[src/rtl/cart_slot_buffer.sv]
// Ordered 12-slot cart list fed by edge-detected add/undo/checkout/done requests.
// Registered list, count, flags and checkout lock for the display and payment paths.
module cart_slot_buffer #(
  parameter int MAX_ITEMS = 12,
  parameter int ID_W      = 4
) (
  input  logic                      CLK,
  input  logic                      RST_N,
  input  logic                      add_req,
  input  logic [ID_W-1:0]           add_id,
  input  logic                      undo_req,
  input  logic                      checkout_req,
  input  logic                      done_req,
  output logic [MAX_ITEMS*ID_W-1:0] product_IDS,
  output logic [3:0]                item_count,
  output logic                      empty,
  output logic                      full,
  output logic                      locked,
  output logic                      reject
);

  typedef enum logic {SHOP = 1'b0, CHECKOUT = 1'b1} state_t;

  state_t r_state, w_nxt_state;

  // Index 0 is the leftmost (oldest) slot on the packed bus.
  logic [0:MAX_ITEMS-1][ID_W-1:0] r_slots, w_nxt_slots;
  logic [3:0] r_cnt, w_nxt_cnt;
  logic       r_empty, r_full, r_rej, w_rej;
  logic       r_add_q, r_undo_q, r_chk_q, r_done_q;
  logic       w_add_ev, w_undo_ev, w_chk_ev, w_done_ev;
  logic       w_is_empty, w_is_full;

  assign w_add_ev   = add_req      & ~r_add_q;
  assign w_undo_ev  = undo_req     & ~r_undo_q;
  assign w_chk_ev   = checkout_req & ~r_chk_q;
  assign w_done_ev  = done_req     & ~r_done_q;
  assign w_is_empty = (r_cnt == 4'd0);
  assign w_is_full  = (r_cnt == 4'(MAX_ITEMS));

  // State register plus all registered datapath state.
  always_ff @(posedge CLK) begin
    if (!RST_N) begin
      r_state  <= SHOP;
      r_slots  <= '0;
      r_cnt    <= 4'd0;
      r_empty  <= 1'b1;
      r_full   <= 1'b0;
      r_rej    <= 1'b0;
      r_add_q  <= 1'b0;
      r_undo_q <= 1'b0;
      r_chk_q  <= 1'b0;
      r_done_q <= 1'b0;
    end else begin
      r_state  <= w_nxt_state;
      r_slots  <= w_nxt_slots;
      r_cnt    <= w_nxt_cnt;
      r_empty  <= (w_nxt_cnt == 4'd0);
      r_full   <= (w_nxt_cnt == 4'(MAX_ITEMS));
      r_rej    <= w_rej;
      r_add_q  <= add_req;
      r_undo_q <= undo_req;
      r_chk_q  <= checkout_req;
      r_done_q <= done_req;
    end
  end

  // Next state; priority done > checkout > undo > add.
  always_comb begin
    w_nxt_state = r_state;
    case (r_state)
      SHOP:     if (!w_done_ev && w_chk_ev && !w_is_empty) w_nxt_state = CHECKOUT;
      CHECKOUT: if (w_done_ev) w_nxt_state = SHOP;
      default:  w_nxt_state = SHOP;
    endcase
  end

  // List/count update and reject decision, same priority order.
  always_comb begin
    w_nxt_slots = r_slots;
    w_nxt_cnt   = r_cnt;
    w_rej       = 1'b0;
    if (r_state == SHOP) begin
      if (w_done_ev) begin
        w_rej = 1'b1;
      end else if (w_chk_ev) begin
        w_rej = w_is_empty;
      end else if (w_undo_ev) begin
        if (w_is_empty) begin
          w_rej = 1'b1;
        end else begin
          for (int k = 0; k < MAX_ITEMS; k++)
            if (4'(k) == r_cnt - 4'd1) w_nxt_slots[k] = '0;
          w_nxt_cnt = r_cnt - 4'd1;
        end
      end else if (w_add_ev) begin
        if (add_id == '0 || w_is_full) begin
          w_rej = 1'b1;
        end else begin
          for (int k = 0; k < MAX_ITEMS; k++)
            if (4'(k) == r_cnt) w_nxt_slots[k] = add_id;
          w_nxt_cnt = r_cnt + 4'd1;
        end
      end
    end else begin
      if (w_done_ev) begin
        w_nxt_slots = '0;
        w_nxt_cnt   = 4'd0;
      end else if (!w_chk_ev && (w_undo_ev || w_add_ev)) begin
        w_rej = 1'b1;
      end
    end
  end

  // Outputs
  always_comb begin
    product_IDS = r_slots;
    item_count  = r_cnt;
    empty       = r_empty;
    full        = r_full;
    locked      = (r_state == CHECKOUT);
    reject      = r_rej;
  end

endmodule

[config.mk]
export PLATFORM = sky130hd
export DESIGN_NAME = cart_slot_buffer
export DESIGN_NICKNAME = d
export VERILOG_FILES = /design/src/rtl/cart_slot_buffer.sv
export SDC_FILE = /design/constraint.sdc
export NUM_CORES = 1
export LEC_CHECK = 0
export BUFFER_PORTS_ARGS = -buffer_cell sky130_fd_sc_hd__clkbuf_2
export CAP_MARGIN = 10
export CORE_ASPECT_RATIO = 1.4
export CORE_MARGIN = 3
export CORE_UTILIZATION = 38
export CTS_CLUSTER_DIAMETER = 120
export CTS_CLUSTER_SIZE = 30
export DETAILED_ROUTE_END_ITERATION = 10
export HOLD_SLACK_MARGIN = 0.03
export PLACE_DENSITY = 0.64
export SLEW_MARGIN = 20
export SYNTH_ARGS = -nofsm -noshare
export SYNTH_HDL_FRONTEND = slang
export SYNTH_SLANG_ARGS = --single-unit
export TNS_END_PERCENT = 30
[constraint.sdc]
create_clock -name CLK -period 1.85 [get_ports CLK]
set_input_delay 0.185 -clock CLK [delete_from_list [all_inputs] [get_ports CLK]]
set_output_delay 0.185 -clock CLK [all_outputs]
set_load 0.05 [all_outputs]
-- Word level (Yosys, flattened, before mapping)
Index checks and enable logic that the tools add are counted.
- input port bits: 10
- register bits after elaboration: 60
- equal/unequal tests: 41
- muxes and demuxes: 52
- $add $sub $neg: 2
- bitwise logic cells: 9
- reduce and logical (&&, ||, !) cells: 37
- operators with widths (cell ; number):
    48-bit 2-to-1 mux ; 8
    4-bit 2-to-1 mux ; 32
    8-bit AND reduction ; 12
    3-bit nonzero test ; 13
    3-bit by 2-bit != test with 1-bit output, second input constant ; 12
    3-bit by 4-bit equality test with 1-bit output, first input constant ; 8
    4-bit equality test, first input constant ; 8
    2-bit by 4-bit equality test with 1-bit output, first input constant ; 4
    4-bit logical NOT ; 4
    1-bit 2-to-1 mux ; 11
    1-bit by 4-bit equality test with 1-bit output, first input constant ; 2
    4-bit equality test, second input constant ; 2
    3-bit != test, second input constant ; 2
    1-bit NOT ; 5
    4-bit by 1-bit adder with 4-bit output, second input constant ; 1
    1-bit bitwise AND ; 4
    2-bit != test, second input constant ; 2
    4-bit by 1-bit subtractor with 4-bit output, second input constant ; 1
    1-bit logical AND ; 3
    1-bit logical NOT ; 3
    1-bit logical OR ; 2
    2-bit by 1-bit != test with 1-bit output, second input constant ; 1
    1-bit case mux with 2 select lines ; 1

-- Logic depth before layout (Yosys ltp)
Gate-level depths: netlist (run 1).
- depth in word-level cells: 9
- depth in mapped cells: 9
- depth with buffers taken out: 8

-- Worst setup path after synthesis (run 1)
OpenSTA, ideal clock, no wires.
- kind: register to register
- start point: reg r_cnt[0], in the netlist item_count[0]
- end point: reg r_slots, in the netlist product_IDS[0]
- path slack: -0.604 ns
- arrival time: 2.339 ns
- stages on the path, launching flop included: 8
- path buffers: 1
- library setup time: 0.115 ns
- path through: dfxtp_1 -> inv_1 -> ha_1 -> a21oi_1 -> o21ai_4 -> or3_1 -> buf_4 -> a31o_1
- cells in the longest elaborated chain, start to end: 4
- elaborated cells on any way between the ends: 11
- those cells by class: 1 x add/sub; 6 x eq/ne; 4 x reduce/logical
- RTL lines (what ; line ; RTL):
    from (decl) ; 28 ; logic [3:0] r_cnt, w_nxt_cnt;
    from (signal assigned) ; 57 ; r_cnt <= w_nxt_cnt;
    4-bit by 1-bit subtractor with 4-bit output or 4-bit equality test (tied branches) ; 93, 39 ;
    4-bit equality test or 1-bit logical OR (tied branches) ; 93, 97 ;
    3-bit by 2-bit != test with 1-bit output (no line) or 3-bit != test (tied branches) ; -- ;
    8-bit AND reduction (no line) (*) ; -- ;
    to (signal assigned) ; 56 ; r_slots <= w_nxt_slots;
    to (decl) ; 27 ; logic [0:MAX_ITEMS-1][ID_W-1:0] r_slots, w_nxt_slots;
Mark *: on every way between the ends. The rest lies on a longest branch, timed or not.
A chain may end at the register's enable or synchronous reset.

-- Worst setup path after layout (run 1)
- start point: reg r_cnt[1], in the netlist item_count[1]
- end point: reg r_full, in the netlist full
- cells in the longest elaborated chain, start to end: 9
- elaborated cells on any way between the ends: 14
- those cells by class: 2 x add/sub; 2 x eq/ne; 8 x mux; 2 x reduce/logical
- RTL lines (what ; line ; RTL):
    branches (longest 7 deep; another with 4-bit by 1-bit adder with 4-bit output) ; -- ;
    4-bit 2-to-1 mux (*) ; 83 ; if (r_state == SHOP) begin
    4-bit equality test (*) ; 59 ; r_full <= (w_nxt_cnt == 4'(MAX_ITEMS));
    to (signal assigned) ; 59 ;
    to (decl) ; 29 ; logic r_empty, r_full, r_rej, w_rej;
Mark *: on every way between the ends.

==> results.json, run 1 <==
{
  "status": "completed",
  "postCtsSetupBuffers": 0,
  "critPathMaxFanout": 7,
  "hold_path.startpoint": "add_req",
  "cap_violations": 0,
  "max_freq_mhz": 563.7,
  "synthCells": 307,
  "first_iter_violations": 90,
  "synth_area_leaders": "dfxtp_1, mux2i_1, nand2_1",
  "io_buffers": 65,
  "hold_viol": 0,
  "synth_top_area_cell": "dfxtp_1",
  "yosysWarnings": 0,
  "drive_above_1_share_pct": 37.06,
  "ys_types": 44,
  "hold_class": "input port to register",
  "worst_setup_path_end_kind": "register",
  "hold_depth": 2,
  "gp_congestion": 0.8968,
  "ys.flop_type": "dfxtp_1",
  "placed_cell_area_um2": 3438,
  "layout_min_cycle_time_ns": 1.774,
  "h-tree-depth": 3,
  "antenna_found_initial": 0,
  "syn_nets": 321,
  "grt_max_degree": 33,
  "total_power_uw": 3247,
  "r2r_slack_ns": 0.08,
  "whs_endpoint": "r_add_q",
  "tightest_slew_ns": 0.4341,
  "critPathKind": "register to register",
  "ios": 66,
  "core_area_um2": 7027,
  "grt-ovfl-total": 0,
  "ir_worst_vdd_mv": 0.4279,
  "clock_path_buffers": 2,
  "period_share_pct": 95.89,
  "clock_sinks": 60,
  "synthArstFlopShare_pct": 0,
  "syn_area_per_cell_um2": 9.036,
  "nets": 411,
  "dieArea_um2": 8376,
  "initial_core_util_pct": 39.48,
  "synth_top_area_share_pct": 43.30,
  "drv_slew": 0,
  "via_per_inst": 5.056,
  "setup_violations": 0,
  "ys_ff_latch": 60,
  "grt_pass1_vias": 2539,
  "synth_edf_count": 0,
  "area_growth_pct": 32.52,
  "die_x_um": 78.21,
  "rsz0062_at_grt": "yes",
  "path_clk_slew_ns": 0.07,
  "drtPass1Iterations": 4,
  "route.detailed.drc": 0,
  "nFillCells": 681,
  "hpwl_mm": 5.328,
  "cts_tree": "yes",
  "fin_skew_ns": 0.009058,
  "grt_pass1_wl_mm": 12.02,
  "clk_latency_ns": 0.34,
  "vias": 2513,
  "reg2reg_from": "item_count[1]",
  "crit_required_ns": 2.08,
  "postCtsHoldBufs": 0,
  "syn-cell-area_um2": 2774,
  "die_y_um": 107.1,
  "drt_wl_total_mm": 7.132,
  "mostFrequentLayoutCell": "clkbuf_2",
  "synth-seq-area-share_pct": 43.30,
  "mostFrequentLayoutCells": "clkbuf_2, nand2_1, dfxtp_1, mux2i_1, buf_4",
  "track_usage_pct": 18.31,
  "relSlewSlack_pct": 70.84,
  "startpoint_type": "register",
  "rr_worst_depth": 9,
  "cts_buffers": 9,
  "wl_per_cell_um": 14.35,
  "stdcell_area_um2": 3676,
  "diodes": 0,
  "root_buffer": "clkbuf_8",
  "p_per_area_nw_per_um2": 883.3,
  "r2r_end": "full",
  "antenna_left": 0,
  "cp_data_arrival_time_ns": 2.01,
  "fp-row-count": 36,
  "p_leak_uw": 0.001770
}
cell families (layout without fill, tap and decap cells):
kind of cell / count (synthesis) / in the layout / synth area share [%]
simple gates: 118 / 118 / 20.16
flops: 60 / 60 / 43.30
compound gates: 56 / 56 / 14.70
mux: 45 / 45 / 16.24
buf+inv: 24 / 119 / 3.789
fa+ha+maj: 4 / 4 / 1.804
metrics by stage:
step	util, %	TNS [ns]	std cells	hold slack (ns)	worst slack, ns
2_1_floorplan	-	-0.4096	307	0.3067	-0.06026
3_3_place_gp	48.93	0	481	0.4049	0.02127
3_5_place_dp	48.93	0	481	0.4097	0.01038
4_1_cts	51.89	0	497	0.04842	0.01588
5_1_grt	52.31	-0.2026	497	0.06153	-0.04440
6_report	52.31	0	497	0.07387	0.07601
layout make-up:
| class | instances | area, µm² | share of cell area [%] |
|---|---|---|---|
| flip-flops and latches | 60 | 1211 | 32.95 |
| clock buffers | 12 | 155.1 | 4.221 |
| clock inverters | 4 | 47.55 | 1.293 |
| multi-input cells | 223 | 1530 | 41.63 |
| well taps | 95 | 118.9 | 3.233 |
| repair buffers | 99 | 593.1 | 16.13 |
| inverters | 4 | 20.02 | 0.5446 |
Yosys cell counts (3+ instances only):
cell type   n
a21oi_1    12
a31o_1      5
a31oi_1     5
and2_1      8
buf_2       3
clkbuf_1   14
dfxtp_1    60
ha_1        4
inv_1       3
mux2i_1    45
nand2_1    62
nand2_2     8
nand2b_1    3
nand3_1     5
nand4_1     4
nor2_1     14
nor2b_1     5
o21ai_0     4
o21ai_1     7
o21ai_4     4
o22ai_1     3
metal layers:
metal,vias up,GRT usage (%),part of all wire (%)
met4,0,8.625,2.1
met1,1200,21.65,43
li1,1246,-,-
met3,12,4.370,3.6
met2,55,31.00,51
met5,-,0,0
flip-flops by register name, summed over array words and instances (netlist names):
name,count
product_IDS,48
item_count,4
empty,1
full,1
locked,1
r_add_q,1
r_chk_q,1
r_done_q,1
r_undo_q,1
reject,1
report_power, final:
| part | total [µW] | switching [µW] | internal (µW) |
|---|---|---|---|
| registers | 1360 | 30.6 | 1330 |
| logic | 695 | 429 | 266 |
| clock network | 1190 | 502 | 691 |
worst max path at each step:
stage                             start               to  cells after the start
after floorplan           item_count[0]   product_IDS[0]                      8
after global placement        add_id[2]            empty                      7
after detailed placement  item_count[0]  product_IDS[12]                      8
after CTS                 item_count[1]   product_IDS[1]                      7
after global routing      item_count[1]   product_IDS[9]                      8
final                     item_count[1]             full                      9
critical path, stage by stage, from the launching register on:
cell and delay, ns:
dfxtp_4 0.37, inv_4 0.04, ha_4 0.18, nand3_2 0.08, buf_4 0.11, nand2_1 0.09, o211ai_1 0.19, o31ai_1 0.11
a311o_1 0.31, and3b_1 0.18
repair_timing:
action / 4_1_cts / 5_1_grt
endpoints found under the setup margin: 5 / 39
pin swaps: 1 / 5
cloned: 0 / 0
gates resized for setup: 1 / 7
Power figures use the tool's default switching activity.
==> run 2, diff against run 1 <==
- CTS_BUF_LIST: not set -> sky130_fd_sc_hd__clkbuf_2 sky130_fd_sc_hd__clkbuf_4 sky130_fd_sc_hd__clkbuf_8
==> run 2 against run 1 <==
Register-to-register slack worse by 0.02 ns. Power rose by 0.22%. Worst hold slack lost 0.00082 ns. Highest routed layer unchanged. Largest cell class unchanged. Wire length barely moved. Count of clock-buffer cells in the layout stayed put.
==> results.json, run 2 (same netlist as run 1, synthesis figures left out) <==
{
  "status": "completed",
  "max_freq_mhz": 556.6,
  "fp-row-count": 36,
  "largest_reg_flops": 48,
  "cts_tree": "yes",
  "die_y_um": 107.1,
  "drtPass1Iterations": 4,
  "stdcell_area_um2": 3672,
  "postCtsHoldBufs": 0,
  "clk_latency_ns": 0.34,
  "io_buffers": 65,
  "ir_worst_vdd_mv": 0.4297,
  "hold_viol": 0,
  "clock_sinks": 60,
  "tightest_slew_ns": 0.4416,
  "path_clk_slew_ns": 0.07,
  "setup_violations": 0,
  "gp_congestion": 0.8968,
  "critPathKind": "register to register",
  "relSlewSlack_pct": 70.33,
  "drive_above_1_share_pct": 36.57,
  "mostFrequentLayoutCells": "clkbuf_2, nand2_1, dfxtp_1, mux2i_1, buf_4",
  "nets": 411,
  "die_x_um": 78.21,
  "postCtsSetupBuffers": 0,
  "via_per_inst": 5.060,
  "vias": 2515,
  "initial_core_util_pct": 39.48,
  "track_usage_pct": 18.28,
  "drt_wl_total_mm": 7.137,
  "final_util_pct": 52.26,
  "p_per_area_nw_per_um2": 886.1,
  "grt_pass1_wl_mm": 12.00,
  "area_growth_pct": 32.39,
  "grt_pass1_vias": 2541,
  "worst_setup_path_end_kind": "register",
  "first_iter_violations": 93,
  "grt-ovfl-total": 0,
  "grt_max_degree": 33,
  "mostFrequentLayoutCell": "clkbuf_2",
  "critPathMaxFanout": 7,
  "cp_data_arrival_time_ns": 2.06,
  "crit_required_ns": 2.12,
  "fin_skew_ns": 0.007321,
  "cap_violations": 0,
  "diodes": 0,
  "hpwl_mm": 5.328,
  "core_area_um2": 7027,
  "layout_min_cycle_time_ns": 1.797,
  "hold_class": "input port to register",
  "period_share_pct": 97.11,
  "p_leak_uw": 0.001774,
  "clock_path_buffers": 2,
  "dieArea_um2": 8376,
  "route.detailed.drc": 0,
  "h-tree-depth": 3,
  "root_buffer": "clkbuf_8",
  "setup_slack_ns": 0.05338,
  "drv_slew": 0,
  "cts_buffers": 9,
  "post-place-ws_ns": 0.01038,
  "wl_per_cell_um": 14.36,
  "antenna_left": 0,
  "antenna_found_initial": 0,
  "rsz0062_at_grt": "yes",
  "startpoint_type": "register",
  "placed_cell_area_um2": 3438,
  "ios": 66
}
run 2: cell count changes in the layout (fill, tap and decap cells not counted):
| cell | before | now |
|---|---|---|
| clkbuf_4 | 0 | 1 |
| clkbuf_1 | 1 | 0 |
| nor2_1 | 13 | 14 |
| or2_1 | 0 | 1 |
| nor2_2 | 1 | 0 |
| nand2_1 | 61 | 62 |
| or2_4 | 1 | 0 |
| nand2_2 | 9 | 8 |
run 2: final cells by class:
| class | instances | area (µm²) |
|---|---|---|
| clock buffers | 12 | 158.9 |
| multi-input cells | 223 | 1523 |
| repair buffers | 99 | 593.1 |
| inverters | 4 | 20.02 |
| well taps | 95 | 118.9 |
| flip-flops and latches | 60 | 1211 |
| clock inverters | 4 | 47.55 |
| fillers | 683 | 3354 |
run 2: critical path, stage by stage (launching register included):
cell and delay (ns):
dfxtp_4 0.37, inv_4 0.04, ha_4 0.17, nand2_1 0.09, a21bo_1 0.24, a22oi_2 0.19
o21ai_1 0.12, o21ai_2 0.27, mux2i_1 0.23
run 2: worst paths after layout:
check	start	to	slack (ns)	cells after the start
max reg2reg	item_count[1]	product_IDS[9]	0.05	8
min reg2reg	product_IDS[21]	product_IDS[21]	0.46	2
max	item_count[1]	product_IDS[9]	0.05	8
min	add_req	r_add_q	0.07	2
run 2: power breakdown:
part / internal (µW) / leakage [µW] / switching [µW]
clock network: 706 / 0.000106 / 501
logic: 261 / 0.00118 / 428
registers: 1330 / 0.000488 / 30.2
run 2: timing repair:
action | 4_1_cts | 5_1_grt
gates resized for setup | 1 | 4
setup endpoints to repair | 5 | 39
pin swaps | 1 | 4
run 2: through the flow:
step           hold slack [ns]  setup TNS [ns]  power (µW)  std cells
4_1_cts                0.04842               0        3275        497
3_5_place_dp            0.4097               0        2053        481
2_1_floorplan           0.3067         -0.4096        1834        307
6_report               0.07305               0        3254        497
5_1_grt                0.06158         -0.6011        3409        497
3_3_place_gp            0.4049               0        2051        481
run 2: routing by layer:
layer,vias to the layer above,global-route usage (%),wire [µm]
li1,1246,-,-
met2,63,31.07,3614
met3,12,4.370,274
met5,-,0,0
met1,1194,21.50,3097
met4,0,8.625,151
==> run 3, diff against run 2 <==
- SETUP_SLACK_MARGIN: not set -> 0.5
==> run 3 against run 2 <==
Sequential share of layout area is 2.0 points lower. First-iteration DRC count increased by 25%. Clock skew rose by 0.0050 ns. Non-clock buffer count is 3 higher. Fmax barely moved. Sequential cell count did not move. Die area unchanged. Via count increased by 1.9%. Utilization up 3.6 points. Cell area increased by 6.9%. Critical path type unchanged. Largest cell class unchanged.
==> results.json, run 3 (same netlist as run 1, synthesis figures left out) <==
{
  "grt_pass1_wl_mm": 11.66,
  "grt-ovfl-total": 0,
  "fin_skew_ns": 0.01235,
  "cp_data_arrival_time_ns": 2.04,
  "hold_viol": 0,
  "postCtsHoldBufs": 0,
  "setup_slack_ns": 0.05286,
  "clk_latency_ns": 0.34,
  "first_iter_violations": 116,
  "power_frac_comb_pct": 23.3,
  "hpwl_mm": 5.308,
  "r2r_slack_ns": 0.05,
  "diodes": 0,
  "p_leak_uw": 0.001883,
  "switching_power_uw": 1055,
  "fp-row-count": 36,
  "drv_slew": 0,
  "route.detailed.drc": 0,
  "clock_sinks": 60,
  "grt_pass1_vias": 2497,
  "setup_violations": 0,
  "nets": 414,
  "track_usage_pct": 17.60,
  "dieArea_um2": 8376,
  "path_clk_slew_ns": 0.08,
  "max_freq_mhz": 556.4,
  "relSlewSlack_pct": 68.07,
  "hold_path.startpoint": "add_req",
  "dp.cells": 476,
  "root_buffer": "clkbuf_8",
  "layout_min_cycle_time_ns": 1.797,
  "total_power_uw": 3477,
  "die_y_um": 107.1,
  "worst_setup_path_end_kind": "register",
  "grt_max_degree": 30,
  "h-tree-depth": 3,
  "power.internal_uw": 2421,
  "stdcell_area_um2": 3926,
  "via_per_inst": 5.126,
  "clock_path_buffers": 2,
  "hold_class": "input port to register",
  "drt_wl_total_mm": 7.414,
  "wl_per_cell_um": 14.83,
  "rr_worst_depth": 7,
  "stdcell_count": 500,
  "p_per_area_nw_per_um2": 885.5,
  "whs_endpoint": "r_add_q",
  "reg2reg_from": "item_count[1]",
  "r2r_end": "product_IDS[2]",
  "die_x_um": 78.21,
  "cts_tree": "yes",
  "rsz0062_at_grt": "yes",
  "critPathMaxFanout": 8,
  "startpoint_type": "register",
  "largest_reg_flops": 48,
  "period_share_pct": 97.14,
  "status": "completed",
  "antenna_found_initial": 0,
  "final_util_pct": 55.88,
  "placed_cell_area_um2": 3440,
  "initial_core_util_pct": 39.48,
  "gp_congestion": 0.8644,
  "io_buffers": 65,
  "mostFrequentLayoutCells": "clkbuf_2, nand2_1, dfxtp_1, mux2i_1, buf_4",
  "cap_violations": 0,
  "antenna_left": 0,
  "area_growth_pct": 41.54,
  "pwr-share-clk_pct": 37.4,
  "power.share.switching_pct": 30.35,
  "crit_required_ns": 2.09,
  "ios": 66,
  "vias": 2563,
  "mostFrequentLayoutCell": "clkbuf_2",
  "core_area_um2": 7027,
  "drive_above_1_share_pct": 43.21,
  "tightest_slew_ns": 0.4790,
  "p_seq_share_pct": 39.3,
  "drtPass1Iterations": 4,
  "ir_worst_vdd_mv": 0.5216,
  "hold_depth": 2,
  "post-place-ws_ns": -0.02443,
  "critPathKind": "register to register",
  "cts_buffers": 9
}
==> run 3: area by class of cell <==
type	instances	area (µm²)
timing repair buffer	102	645.6
multi-input combinational	223	1705
clock buffer	10	131.4
clock inverter	6	87.58
fill	660	3100
inverter	4	20.02
tap	95	118.9
sequential	60	1217
==> run 3: power by group through the flow <==
stage	Clock, µW	Sequential (µW)	Combinational, µW
4_1_cts	1330	1360	715
3_5_place_dp	0	1390	672
6_report	1300	1370	810
2_1_floorplan	0	1480	377
3_3_place_gp	0	1390	671
5_1_grt	1390	1370	866
==> run 3: worst max path at each step <==
| stage | start | to |
|---|---|---|
| after floorplan | item_count[0] | product_IDS[0] |
| after global placement | add_id[2] | empty |
| after detailed placement | add_id[2] | product_IDS[9] |
| after CTS | item_count[1] | product_IDS[15] |
| after global routing | item_count[0] | product_IDS[44] |
| final | item_count[1] | product_IDS[2] |
==> run 3: timing repair <==
action,in CTS,in global routing
resized for setup,12,40
pin swaps,17,18
gates cloned,0,0
setup endpoints to repair,57,59
buffers inserted,6,2
==> run 3: worst max-delay path, stage by stage, from the launching register on <==
cell	delay, ns
dfxtp_4	0.39
inv_4	0.04
ha_4	0.18
nand3_2	0.09
and4_4	0.26
o21ai_4	0.08
or3_4	0.43
a31o_1	0.22
==> run 3: per-layer routing <==
metal	share of wire (%)	wire length (µm)	global-route usage, %
met5	0	0	0
met4	2.4	181	8.125
met3	5.4	398	4.706
met2	53	3902	30.70
met1	40	2931	19.79
==> run 3: stage by stage <==
| stage | hold slack (ns) | TNS [ns] |
|---|---|---|
| CTS | 0.05135 | 0 |
| global route | 0.08091 | -0.09373 |
| detailed placement | 0.4047 | -0.05244 |
| global placement | 0.4032 | 0 |
| floorplan | 0.3067 | -0.2853 |
| finish | 0.06645 | 0 |
